`config.mk`:
```
export PLATFORM = sky130hd
export DESIGN_NAME = uart_tx_queue_flat
export DESIGN_NICKNAME = d
export VERILOG_FILES = /design/src/rtl/uart_pkg.sv /design/src/rtl/uart_tx_queue_if.sv /design/src/rtl/uart_sync_fifo.sv /design/src/rtl/uart_tx_queue.sv /design/src/flat_wrapper.sv
export SDC_FILE = /design/constraint.sdc
export NUM_CORES = 1
export LEC_CHECK = 0
export CORE_MARGIN = 1.5
export CORE_UTILIZATION = 30
export CTS_BUF_LIST = sky130_fd_sc_hd__clkbuf_8
export DETAILED_ROUTE_END_ITERATION = 10
export PLACE_DENSITY_LB_ADDON = 0.3
export RECOVER_POWER = 50
export SLEW_MARGIN = 20
export SYNTH_ARGS = -nofsm -noshare
export SYNTH_HDL_FRONTEND = slang
export SYNTH_SLANG_ARGS = --single-unit
```
`constraint.sdc`:
```
create_clock -name clk -period 5.08 [get_ports clk]
set_clock_uncertainty 0.15 [all_clocks]
set_input_delay 1.016 -clock clk [delete_from_list [all_inputs] [get_ports clk]]
set_output_delay 1.016 -clock clk [all_outputs]
set_load 0.005 [all_outputs]
```
`src/rtl/uart_pkg.sv`:
```
// Shared UART definitions: default byte width and transmit sequencer state encoding.
package uart_pkg;

   localparam int UART_DATA_W = 8;

   typedef logic [1:0] state_t;

   // Sequencer states; plain constants so older code can compare against raw values.
   localparam state_t ST_IDLE   = 2'd0;
   localparam state_t ST_LAUNCH = 2'd1;
   localparam state_t ST_WAIT   = 2'd2;

endpackage

```
`src/rtl/uart_tx_queue_if.sv`:
```
// Byte push side and transmitter handshake of the transmit queue.
// master: the side that pushes bytes and reports tx_done (echo logic + transmitter).
// slave:  the queue itself.
interface uart_tx_queue_if
   import uart_pkg::*;
#(
   parameter int DATA_W = UART_DATA_W
) ();

   logic              push;
   logic [DATA_W-1:0] push_data;
   logic              tx_done;
   logic              tx_start;
   logic [DATA_W-1:0] tx_data;

   modport master (
      output push, push_data, tx_done,
      input  tx_start, tx_data
   );

   modport slave (
      input  push, push_data, tx_done,
      output tx_start, tx_data
   );

endinterface

```
`src/rtl/uart_sync_fifo.sv`:
```
// Circular byte buffer with a separate occupancy counter.
// Writes are refused when full unless a read happens in the same cycle.
// rd_data always shows the oldest entry; the reader registers it on pop.
module uart_sync_fifo
   import uart_pkg::*;
#(
   parameter int DATA_W = UART_DATA_W,
   parameter int DEPTH  = 16,
   parameter int ADDR_W = 4
) (
   input  logic              clk,
   input  logic              reset,
   input  logic              wr_en,
   input  logic [DATA_W-1:0] wr_data,
   input  logic              rd_en,
   output logic [DATA_W-1:0] rd_data,
   output logic [ADDR_W:0]   count,
   output logic              full,
   output logic              empty
);

   logic [DATA_W-1:0] mem [DEPTH];
   logic [ADDR_W-1:0] wr_ptr_reg;
   logic [ADDR_W-1:0] rd_ptr_reg;
   logic [ADDR_W:0]   count_reg;
   logic              wr_ok;
   logic              rd_ok;

   assign rd_ok   = rd_en && !empty;
   assign wr_ok   = wr_en && (!full || rd_ok);
   assign rd_data = mem[rd_ptr_reg];
   assign count   = count_reg;
   assign full    = (count_reg == (ADDR_W+1)'(DEPTH));
   assign empty   = (count_reg == '0);

   // Storage array carries no reset so it maps onto RAM.
   always_ff @(posedge clk) begin
      if (wr_ok) mem[wr_ptr_reg] <= wr_data;
   end

   // Pointers wrap naturally because DEPTH is a power of two; count tracks occupancy.
   always_ff @(posedge clk or posedge reset) begin
      if (reset) begin
         wr_ptr_reg <= '0;
         rd_ptr_reg <= '0;
         count_reg  <= '0;
      end else begin
         if (wr_ok) wr_ptr_reg <= wr_ptr_reg + 1'b1;
         if (rd_ok) rd_ptr_reg <= rd_ptr_reg + 1'b1;
         case ({wr_ok, rd_ok})
            2'b10:   count_reg <= count_reg + 1'b1;
            2'b01:   count_reg <= count_reg - 1'b1;
            default: count_reg <= count_reg;
         endcase
      end
   end

endmodule

```
`src/rtl/uart_tx_queue.sv`:
```
// Transmit queue: buffers pushed bytes and feeds them to the UART transmitter
// one at a time, waiting for tx_done (or a timeout) between bytes.
module uart_tx_queue
   import uart_pkg::*;
#(
   parameter int DATA_W  = UART_DATA_W,
   parameter int DEPTH   = 16,
   parameter int ADDR_W  = 4,
   parameter int TIMEOUT = 200000
) (
   input  logic            clk,
   input  logic            reset,
   uart_tx_queue_if.slave  bus,
   input  logic            clr_err,
   output logic [ADDR_W:0] count,
   output logic            full,
   output logic            empty,
   output logic            busy,
   output logic            overflow,
   output logic            timeout
);

   // Timer only needs to reach TIMEOUT-1.
   localparam int TIMER_W = (TIMEOUT > 2) ? $clog2(TIMEOUT) : 1;

   state_t              state_reg;
   logic [TIMER_W-1:0]  timer_reg;
   logic                tx_start_reg;
   logic [DATA_W-1:0]   tx_data_reg;
   logic                overflow_reg;
   logic                timeout_reg;
   logic [DATA_W-1:0]   rd_data;
   logic                pop;
   logic                wr_en;
   logic                timer_hit;

   // Pop only from IDLE; a push into an empty queue is seen by the FSM one cycle later.
   assign pop   = (state_reg == ST_IDLE) && !empty;
   assign wr_en = bus.push && (!full || pop);

   generate
      if (TIMEOUT == 0) begin : g_no_timeout
         assign timer_hit = 1'b0;
      end else begin : g_timeout
         assign timer_hit = (timer_reg == TIMER_W'(TIMEOUT - 1));
      end
   endgenerate

   uart_sync_fifo #(
      .DATA_W (DATA_W),
      .DEPTH  (DEPTH),
      .ADDR_W (ADDR_W)
   ) u_fifo (
      .clk     (clk),
      .reset   (reset),
      .wr_en   (wr_en),
      .wr_data (bus.push_data),
      .rd_en   (pop),
      .rd_data (rd_data),
      .count   (count),
      .full    (full),
      .empty   (empty)
   );

   // Sequencer: launch one byte, hold tx_data, wait for tx_done or give up after the timeout.
   always_ff @(posedge clk or posedge reset) begin
      if (reset) begin
         state_reg    <= ST_IDLE;
         timer_reg    <= '0;
         tx_start_reg <= 1'b0;
         tx_data_reg  <= '0;
      end else begin
         case (state_reg)
            ST_IDLE: begin
               if (pop) begin
                  tx_data_reg  <= rd_data;
                  tx_start_reg <= 1'b1;
                  state_reg    <= ST_LAUNCH;
               end
            end
            ST_LAUNCH: begin
               tx_start_reg <= 1'b0;
               timer_reg    <= '0;
               state_reg    <= ST_WAIT;
            end
            ST_WAIT: begin
               if (bus.tx_done || timer_hit) state_reg <= ST_IDLE;
               else                          timer_reg <= timer_reg + 1'b1;
            end
            default: begin
               tx_start_reg <= 1'b0;
               state_reg    <= ST_IDLE;
            end
         endcase
      end
   end

   // Sticky error flags; a clear in the same cycle as a new event wins.
   always_ff @(posedge clk or posedge reset) begin
      if (reset) begin
         overflow_reg <= 1'b0;
         timeout_reg  <= 1'b0;
      end else if (clr_err) begin
         overflow_reg <= 1'b0;
         timeout_reg  <= 1'b0;
      end else begin
         if (bus.push && !wr_en) overflow_reg <= 1'b1;
         if (state_reg == ST_WAIT && !bus.tx_done && timer_hit) timeout_reg <= 1'b1;
      end
   end

   assign bus.tx_start = tx_start_reg;
   assign bus.tx_data  = tx_data_reg;
   assign busy         = (state_reg != ST_IDLE);
   assign overflow     = overflow_reg;
   assign timeout      = timeout_reg;

endmodule

```
`src/flat_wrapper.sv`:
```
// flat-port wrapper written by rule: the top's interface ports become plain ports
module uart_tx_queue_flat import uart_pkg::*;
#(
   parameter int DATA_W  = UART_DATA_W,
   parameter int DEPTH   = 16,
   parameter int ADDR_W  = 4,
   parameter int TIMEOUT = 200000
)
  (clk, reset, clr_err, count, full, empty, busy, overflow, timeout, bus_push, bus_push_data, bus_tx_done, bus_tx_start, bus_tx_data);
  uart_tx_queue_if #(.DATA_W(DATA_W)) bus_i ();
  input  logic clk;
  input  logic reset;
  input  logic clr_err;
  output logic [ADDR_W:0] count;
  output logic full;
  output logic empty;
  output logic busy;
  output logic overflow;
  output logic timeout;
  input wire logic [$bits(bus_i.push)-1:0] bus_push;
  input wire logic [$bits(bus_i.push_data)-1:0] bus_push_data;
  input wire logic [$bits(bus_i.tx_done)-1:0] bus_tx_done;
  output wire logic [$bits(bus_i.tx_start)-1:0] bus_tx_start;
  output wire logic [$bits(bus_i.tx_data)-1:0] bus_tx_data;
  assign bus_i.push = bus_push;
  assign bus_i.push_data = bus_push_data;
  assign bus_i.tx_done = bus_tx_done;
  assign bus_tx_start = bus_i.tx_start;
  assign bus_tx_data = bus_i.tx_data;
  uart_tx_queue #(.DATA_W(DATA_W), .DEPTH(DEPTH), .ADDR_W(ADDR_W), .TIMEOUT(TIMEOUT)) u_core (.clk(clk), .reset(reset), .bus(bus_i), .clr_err(clr_err), .count(count), .full(full), .empty(empty), .busy(busy), .overflow(overflow), .timeout(timeout));
endmodule
```
==> impl_metrics.env, run 1 <==
export IMPL_drt_initial_drc_count=229
export IMPL_min_period_ps=3930
export IMPL_worstReg2RegEnd="u_core.u_fifo.count[4]$_DFFE_PP0P_"
export IMPL_die_w_um=158
export IMPL_cts_resized=0
export IMPL_cp_max_fo=9
export IMPL_yosysSeqAreaShare_pct=68.9
export IMPL_drc=0
export IMPL_synthDistinctLibCells=54
export IMPL_synth_largest_area_cell="edfxtp_1"
export IMPL_yosys_area_share_adder_pct=1.57
export IMPL_p_total_mw=4.17
export IMPL_synth_compound_area_share_pct=5.73
export IMPL_final_core_util_pct=34.9
export IMPL_relSlewSlack_pct=-36.5
export IMPL_area_sequential_um2=4950
export IMPL_tightest_slew_ps=2040
export IMPL_switchingPower_mw=1.39
export IMPL_post_drt_wl_per_cell_um=18.2
export IMPL_violations="max-capacitance violations, max-slew violations"
export IMPL_regToRegSetupSlack_ps=1450
export IMPL_totalWireLength_um=14500
export IMPL_pwr_share_comb_pct=29.7
export IMPL_seqPwrFrac_pct=46.5
export IMPL_vias=3817
export IMPL_ys_seq_elements=172
export IMPL_cts_hold_fix_buffers=0
export IMPL_ys_warnings_count=0
export IMPL_synthMuxAreaShare_pct=11.3
export IMPL_synth_common_cells="edfxtp_1 (128), dfrtp_1 (44), mux4_2 (32)"
export IMPL_grt_use_total_pct=12.5
export IMPL_grt_first_pass_wirelength_um=22500
export IMPL_hp_class="flip-flop to flip-flop"
export IMPL_synth_xor_area_share_pct=1.95
export IMPL_largest_reg_flops=128
export IMPL_worstPathRequired_ps=5270
export IMPL_synth_most_common_cell="edfxtp_1"
export IMPL_synthFlopType="edfxtp_1"
export IMPL_area_delta_synth_final_pct=14.0
export IMPL_synth_area_um2=7180
export IMPL_vdd_ir_drop_max_mv=0.238
export IMPL_multiInputGateArea_um2=2050
export IMPL_ios=32
export IMPL_cts_buffers=17
export IMPL_n_fill_cell=2231
export IMPL_fp_row_count=56
export IMPL_power_switching_share_pct=33.3
export IMPL_synth_async_sr_flop_share_pct=25.6
export IMPL_start_util_pct=30.6
export IMPL_start_kind="primary input"
export IMPL_vias_per_cell=4.79
export IMPL_gp_congestion=0.777
export IMPL_drive_gt1_share_pct=16.9
export IMPL_antenna_found_initial=0
export IMPL_core_um2=23500
export IMPL_die_height_um=158
export IMPL_hold_end="u_core.bus.tx_start$_DFFE_PP0P_"
export IMPL_avgSynthCellArea_um2=16.6
export IMPL_hold_viol_final=0
export IMPL_internal_power_mw=2.78
export IMPL_drv_slew=45
export IMPL_syn_nets=455
export IMPL_worstHoldStart="u_core.bus.tx_start$_DFFE_PP0P_"
export IMPL_cts_tree="done"
export IMPL_grt_max_degree=45
export IMPL_postSynthCellCount=433
export IMPL_fin_crit_sh_pct=77.4
export IMPL_p_clk_share_pct=23.9
export IMPL_grt_pass1_vias=3859
export IMPL_clock_latency_ps=450
export IMPL_clk_path_buf_depth=2
export IMPL_drt_pass1_iter_count=4
export IMPL_cts_root_buf="clkbuf_8"
export IMPL_max_freq_mhz=254
export IMPL_grt_ovfl_total=0
export IMPL_h_tree_depth=4
export IMPL_maxCapViolations=1
export IMPL_port_buffers=31
export IMPL_arrival_ps=4120
export IMPL_synth_edf_count=128
export IMPL_rsz0062_at_grt="false"
export IMPL_synth_area_leaders="edfxtp_1 (54%), dfrtp_1 (15%), mux4_2 (10%), ha_1 (1.6%), nand2_1 (1.4%)"
export IMPL_end_kind="flip-flop"
export IMPL_synth_top_family_by_area="multiplexers"
export IMPL_path_clk_slew_ps=90
export IMPL_synth_top_area_share_pct=53.5
export IMPL_hpwl_um=9310
export IMPL_worstRegToRegCells=12
export IMPL_fin_hold_ws_ps=345
export IMPL_post_cts_buffers=0
export IMPL_synth_simple_area_share_pct=8.03
export IMPL_rr_startpoint="u_core.u_fifo.count[2]$_DFFE_PP0P_"
export IMPL_power_leakage_nw=2.78
export IMPL_status="complete, but fails checks"
export IMPL_nets=488
export IMPL_cts_sinks=172
export IMPL_dieArea_um2=24900
export IMPL_setup_violations=0
export IMPL_crit_type="primary input to flip-flop"
export IMPL_p_per_area_nw_per_um2=509
export IMPL_tns_ps=0
export IMPL_diodes=0
export IMPL_detail_route_antenna_nets=0
export IMPL_hold_depth=1
## through the flow
step / cells / worst slack (ps) / instance area (um2)
after global routing: 797 / 868 / 8180
final: 797 / 1150 / 8180
after CTS: 797 / 1880 / 8190
after detailed placement: 766 / 1390 / 7780
after global placement: 766 / 1510 / 7780
after floorplan: 433 / 2180 / 7180
## cells by family after synthesis
kind of cell,count (synthesis)
AO/OA/AOI/OAI,57
XOR/XNOR,16
adder cells (fa/ha/maj),9
buffers and inverters,33
flip-flops,172
multiplexers,41
AND/OR/NAND/NOR,105
## power by group through the flow
stage	logic (mW)	registers [mW]	clock network [mW]
5_1_grt	1.38	1.97	1.08
3_3_place_gp	1.25	1.97	0
3_5_place_dp	1.27	1.97	0
2_1_floorplan	1.00	1.84	0
6_report	1.24	1.94	0.994
4_1_cts	1.27	1.94	1.02
## cells in the final DEF (no fill, tap or decap), types with 4 or more instances in the layout
cell type and n:
a21oi_1 5, a22oi_1 9, clkbuf_8 17, clkdlybuf4s50_1 20
dfrtp_1 43, dlygate4sd3_1 11, edfxtp_1 128, ha_1 9
inv_1 12, inv_6 5, mux2i_1 8, mux4_2 32
nand2_1 26, nand2b_1 4, nand3_1 11, nand4_1 7
nor2_1 25, o211ai_1 5, o21ai_0 12, o221ai_1 8
o31ai_1 6, xnor2_1 9, xor2_1 7
## per-layer routing
layer  GRT usage [%]  vias up  share of wire (%)
met4            2.96        0               0.32
li1                -     1757                  -
met2            19.2       94                 47
met1            17.6     1961                 47
met3            3.31        5                5.8
met5               0        -                  0
## worst max-delay path, cell delays in order
cell and delay (ps):
dlygate4sd3_1 540, a21boi_0 1090, inv_1 170, ha_1 380, xor2_1 180, ha_1 220, nand2_1 70, nor2_1 30
o21ai_0 150, a31oi_1 110, xor2_1 150
## cell type report
class                           count  area share [%]
Multi-Input combinational cell    228            25.0
Timing Repair Buffer               34            4.07
Clock inverter                     14            2.14
Inverter                           13           0.612
Clock buffer                       17            2.86
Sequential cell                   172            60.4
Tap cell                          319            4.88
## worst max path at each step
stage          cells after the start  slack (ps)                          startpoint                                 end
4_1_cts                            3        1880  u_core.u_fifo.count[0]$_DFFE_PP0P_                                full
3_5_place_dp                       4        1390                            bus_push   u_core.u_fifo.mem[0][0]$_DFFE_PP_
6_report                          11        1150                            bus_push  u_core.u_fifo.count[4]$_DFFE_PP0P_
2_1_floorplan                     11        2180                            bus_push  u_core.u_fifo.count[4]$_DFFE_PP0P_
3_3_place_gp                      11        1510                            bus_push  u_core.u_fifo.count[4]$_DFFE_PP0P_
5_1_grt                           11         870                            bus_push  u_core.u_fifo.count[4]$_DFFE_PP0P_
Note: power is estimated with default switching activity, not from simulation.
==> run 2, diff against run 1 <==
==> constraint.sdc (replaced) <==
create_clock -name clk -period 4.1 [get_ports clk]
set_clock_uncertainty 0.15 [all_clocks]
set_input_delay 0.82 -clock clk [delete_from_list [all_inputs] [get_ports clk]]
set_output_delay 0.82 -clock clk [all_outputs]
set_load 0.005 [all_outputs]
==> run 2 against run 1 <==
Net effect:
- final cell count increased by 0.50%
- final area decreased by 0.15%
- sequential power increased by 25%
- combinational power up 23%
- largest cell class unchanged
- clock-buffer cell count unchanged
- setup slack worse by 96 ps
- worst hold slack lost 8.1 ps
- the flow still finishes with violations (max-capacitance violations, max-slew violations)
- sequential share of layout area is 0.093 points higher
==> impl_metrics.env, run 2 (same netlist as run 1, synthesis figures left out) <==
export IMPL_status="complete, but fails checks"
export IMPL_violations="max-capacitance violations, max-slew violations"
export IMPL_post_drt_wl_per_cell_um=17.6
export IMPL_drc=0
export IMPL_core_um2=23500
export IMPL_rsz0062_at_grt="false"
export IMPL_hold_depth=1
export IMPL_grt_use_total_pct=12.2
export IMPL_post_cts_buffers=0
export IMPL_dieArea_um2=24900
export IMPL_final_cell_mix="edfxtp_1 (128), dfrtp_1 (43), mux4_2 (32)"
export IMPL_end_kind="flip-flop"
export IMPL_diodes=0
export IMPL_die_height_um=158
export IMPL_crit_buf_inv=2
export IMPL_cts_sinks=172
export IMPL_clock_latency_ps=460
export IMPL_relSlewSlack_pct=-14.3
export IMPL_hp_class="flip-flop to flip-flop"
export IMPL_grt_first_pass_wirelength_um=22100
export IMPL_max_freq_mhz=328
export IMPL_min_period_ps=3050
export IMPL_drt_initial_drc_count=245
export IMPL_grt_max_degree=45
export IMPL_detail_route_antenna_nets=0
export IMPL_power_leakage_nw=2.78
export IMPL_vdd_ir_drop_max_mv=0.324
export IMPL_cts_root_buf="clkbuf_8"
export IMPL_area_delta_synth_final_pct=13.8
export IMPL_path_cells="inv_1 -> nand2_1 -> or2_4 -> inv_1 -> ha_1 -> xor2_1 -> ha_1 -> nand2_1 -> nor2_1 -> o21ai_0 -> a31oi_1 -> xor2_1"
export IMPL_totalWireLength_um=14100
export IMPL_maxCapViolations=1
export IMPL_antenna_found_initial=0
export IMPL_slowest_stage="dfrtp_1"
export IMPL_path_clk_slew_ps=100
export IMPL_critPathTopFamily="simple AND/OR/NAND/NOR gates"
export IMPL_cts_resized=0
export IMPL_worst_path_stages=12
export IMPL_cts_tree="done"
export IMPL_h_tree_depth=4
export IMPL_port_buffers=31
export IMPL_worstRegToRegCells=12
export IMPL_largest_reg_flops=128
export IMPL_slowest_delay_ps=500
export IMPL_setup_violations=0
export IMPL_start_util_pct=30.6
export IMPL_fin_crit_sh_pct=74.4
export IMPL_cp_max_fo=20
export IMPL_vias=3798
export IMPL_worstPathRequired_ps=4330
export IMPL_start_kind="flip-flop"
export IMPL_tightest_slew_ps=1710
export IMPL_drv_slew=45
export IMPL_hold_viol_final=0
export IMPL_final_cells=801
export IMPL_drive_gt1_share_pct=17.2
export IMPL_vias_per_cell=4.74
export IMPL_grt_ovfl_total=0
export IMPL_cts_buffers=17
export IMPL_layout_commonest_cell="edfxtp_1"
export IMPL_die_w_um=158
export IMPL_fp_row_count=56
export IMPL_arrival_ps=3280
export IMPL_clk_path_buf_depth=2
export IMPL_grt_pass1_vias=3883
export IMPL_cts_hold_fix_buffers=0
export IMPL_ios=32
export IMPL_hpwl_um=9220
export IMPL_tns_ps=0
export IMPL_p_per_area_nw_per_um2=622
export IMPL_final_core_util_pct=34.8
export IMPL_crit_type="flip-flop to flip-flop"
export IMPL_n_fill_cell=2226
export IMPL_nets=491
export IMPL_dp_cells=769
export IMPL_drt_pass1_iter_count=5
export IMPL_gp_congestion=0.792
-- run 2: where the power goes --
group / switching, mW / total, mW / internal [mW]
sequential: 0.280 / 2.42 / 2.14
combinational: 0.772 / 1.52 / 0.753
clock: 0.688 / 1.14 / 0.453
-- run 2: final cells by class --
cell class / instances / area [um2] / share of cell area [%]
multi-input cells: 228 / 2040 / 25.0
repair buffers: 37 / 355 / 4.35
inverters: 13 / 48.8 / 0.597
flip-flops and latches: 172 / 4950 / 60.5
well taps: 319 / 399 / 4.88
clock buffers: 17 / 234 / 2.86
clock inverters: 15 / 145 / 1.78
-- run 2: per-layer routing --
metal	vias to the layer above	part of all wire (%)	track usage, %
met5	-	0	0
met1	1931	50	17.8
met4	0	1.4	4.22
met3	13	4.1	2.60
met2	85	45	17.8
li1	1769	-	-
-- run 2: path summary, 6_finish.rpt --
| kind | end | startpoint | slack, ps |
|---|---|---|---|
| min in group asynchronous | u_core.timer_reg[14]$_DFFE_PP0P_ | reset | 1190 |
| max | u_core.u_fifo.count[4]$_DFFE_PP0P_ | u_core.state_reg[0]$_DFFE_PP0P_ | 1050 |
| min | u_core.timer_reg[4]$_DFFE_PP0P_ | u_core.timer_reg[4]$_DFFE_PP0P_ | 340 |
| min reg2reg | u_core.timer_reg[4]$_DFFE_PP0P_ | u_core.timer_reg[4]$_DFFE_PP0P_ | 340 |
| max in group asynchronous | u_core.u_fifo.rd_ptr_reg[1]$_DFFE_PP0P_ | reset | 1490 |
| max reg2reg | u_core.u_fifo.count[4]$_DFFE_PP0P_ | u_core.state_reg[0]$_DFFE_PP0P_ | 1050 |
-- run 2: metrics by stage --
stage | cell area (um2) | power (mW) | worst slack, ps | hold slack, ps
after floorplan | 7180 | 3.52 | 1400 | 297
after global placement | 7800 | 3.98 | 774 | 314
after detailed placement | 7800 | 4.01 | 706 | 315
after CTS | 8180 | 5.15 | 1110 | 334
after global routing | 8170 | 5.38 | 730 | 366
final | 8170 | 5.08 | 1050 | 337
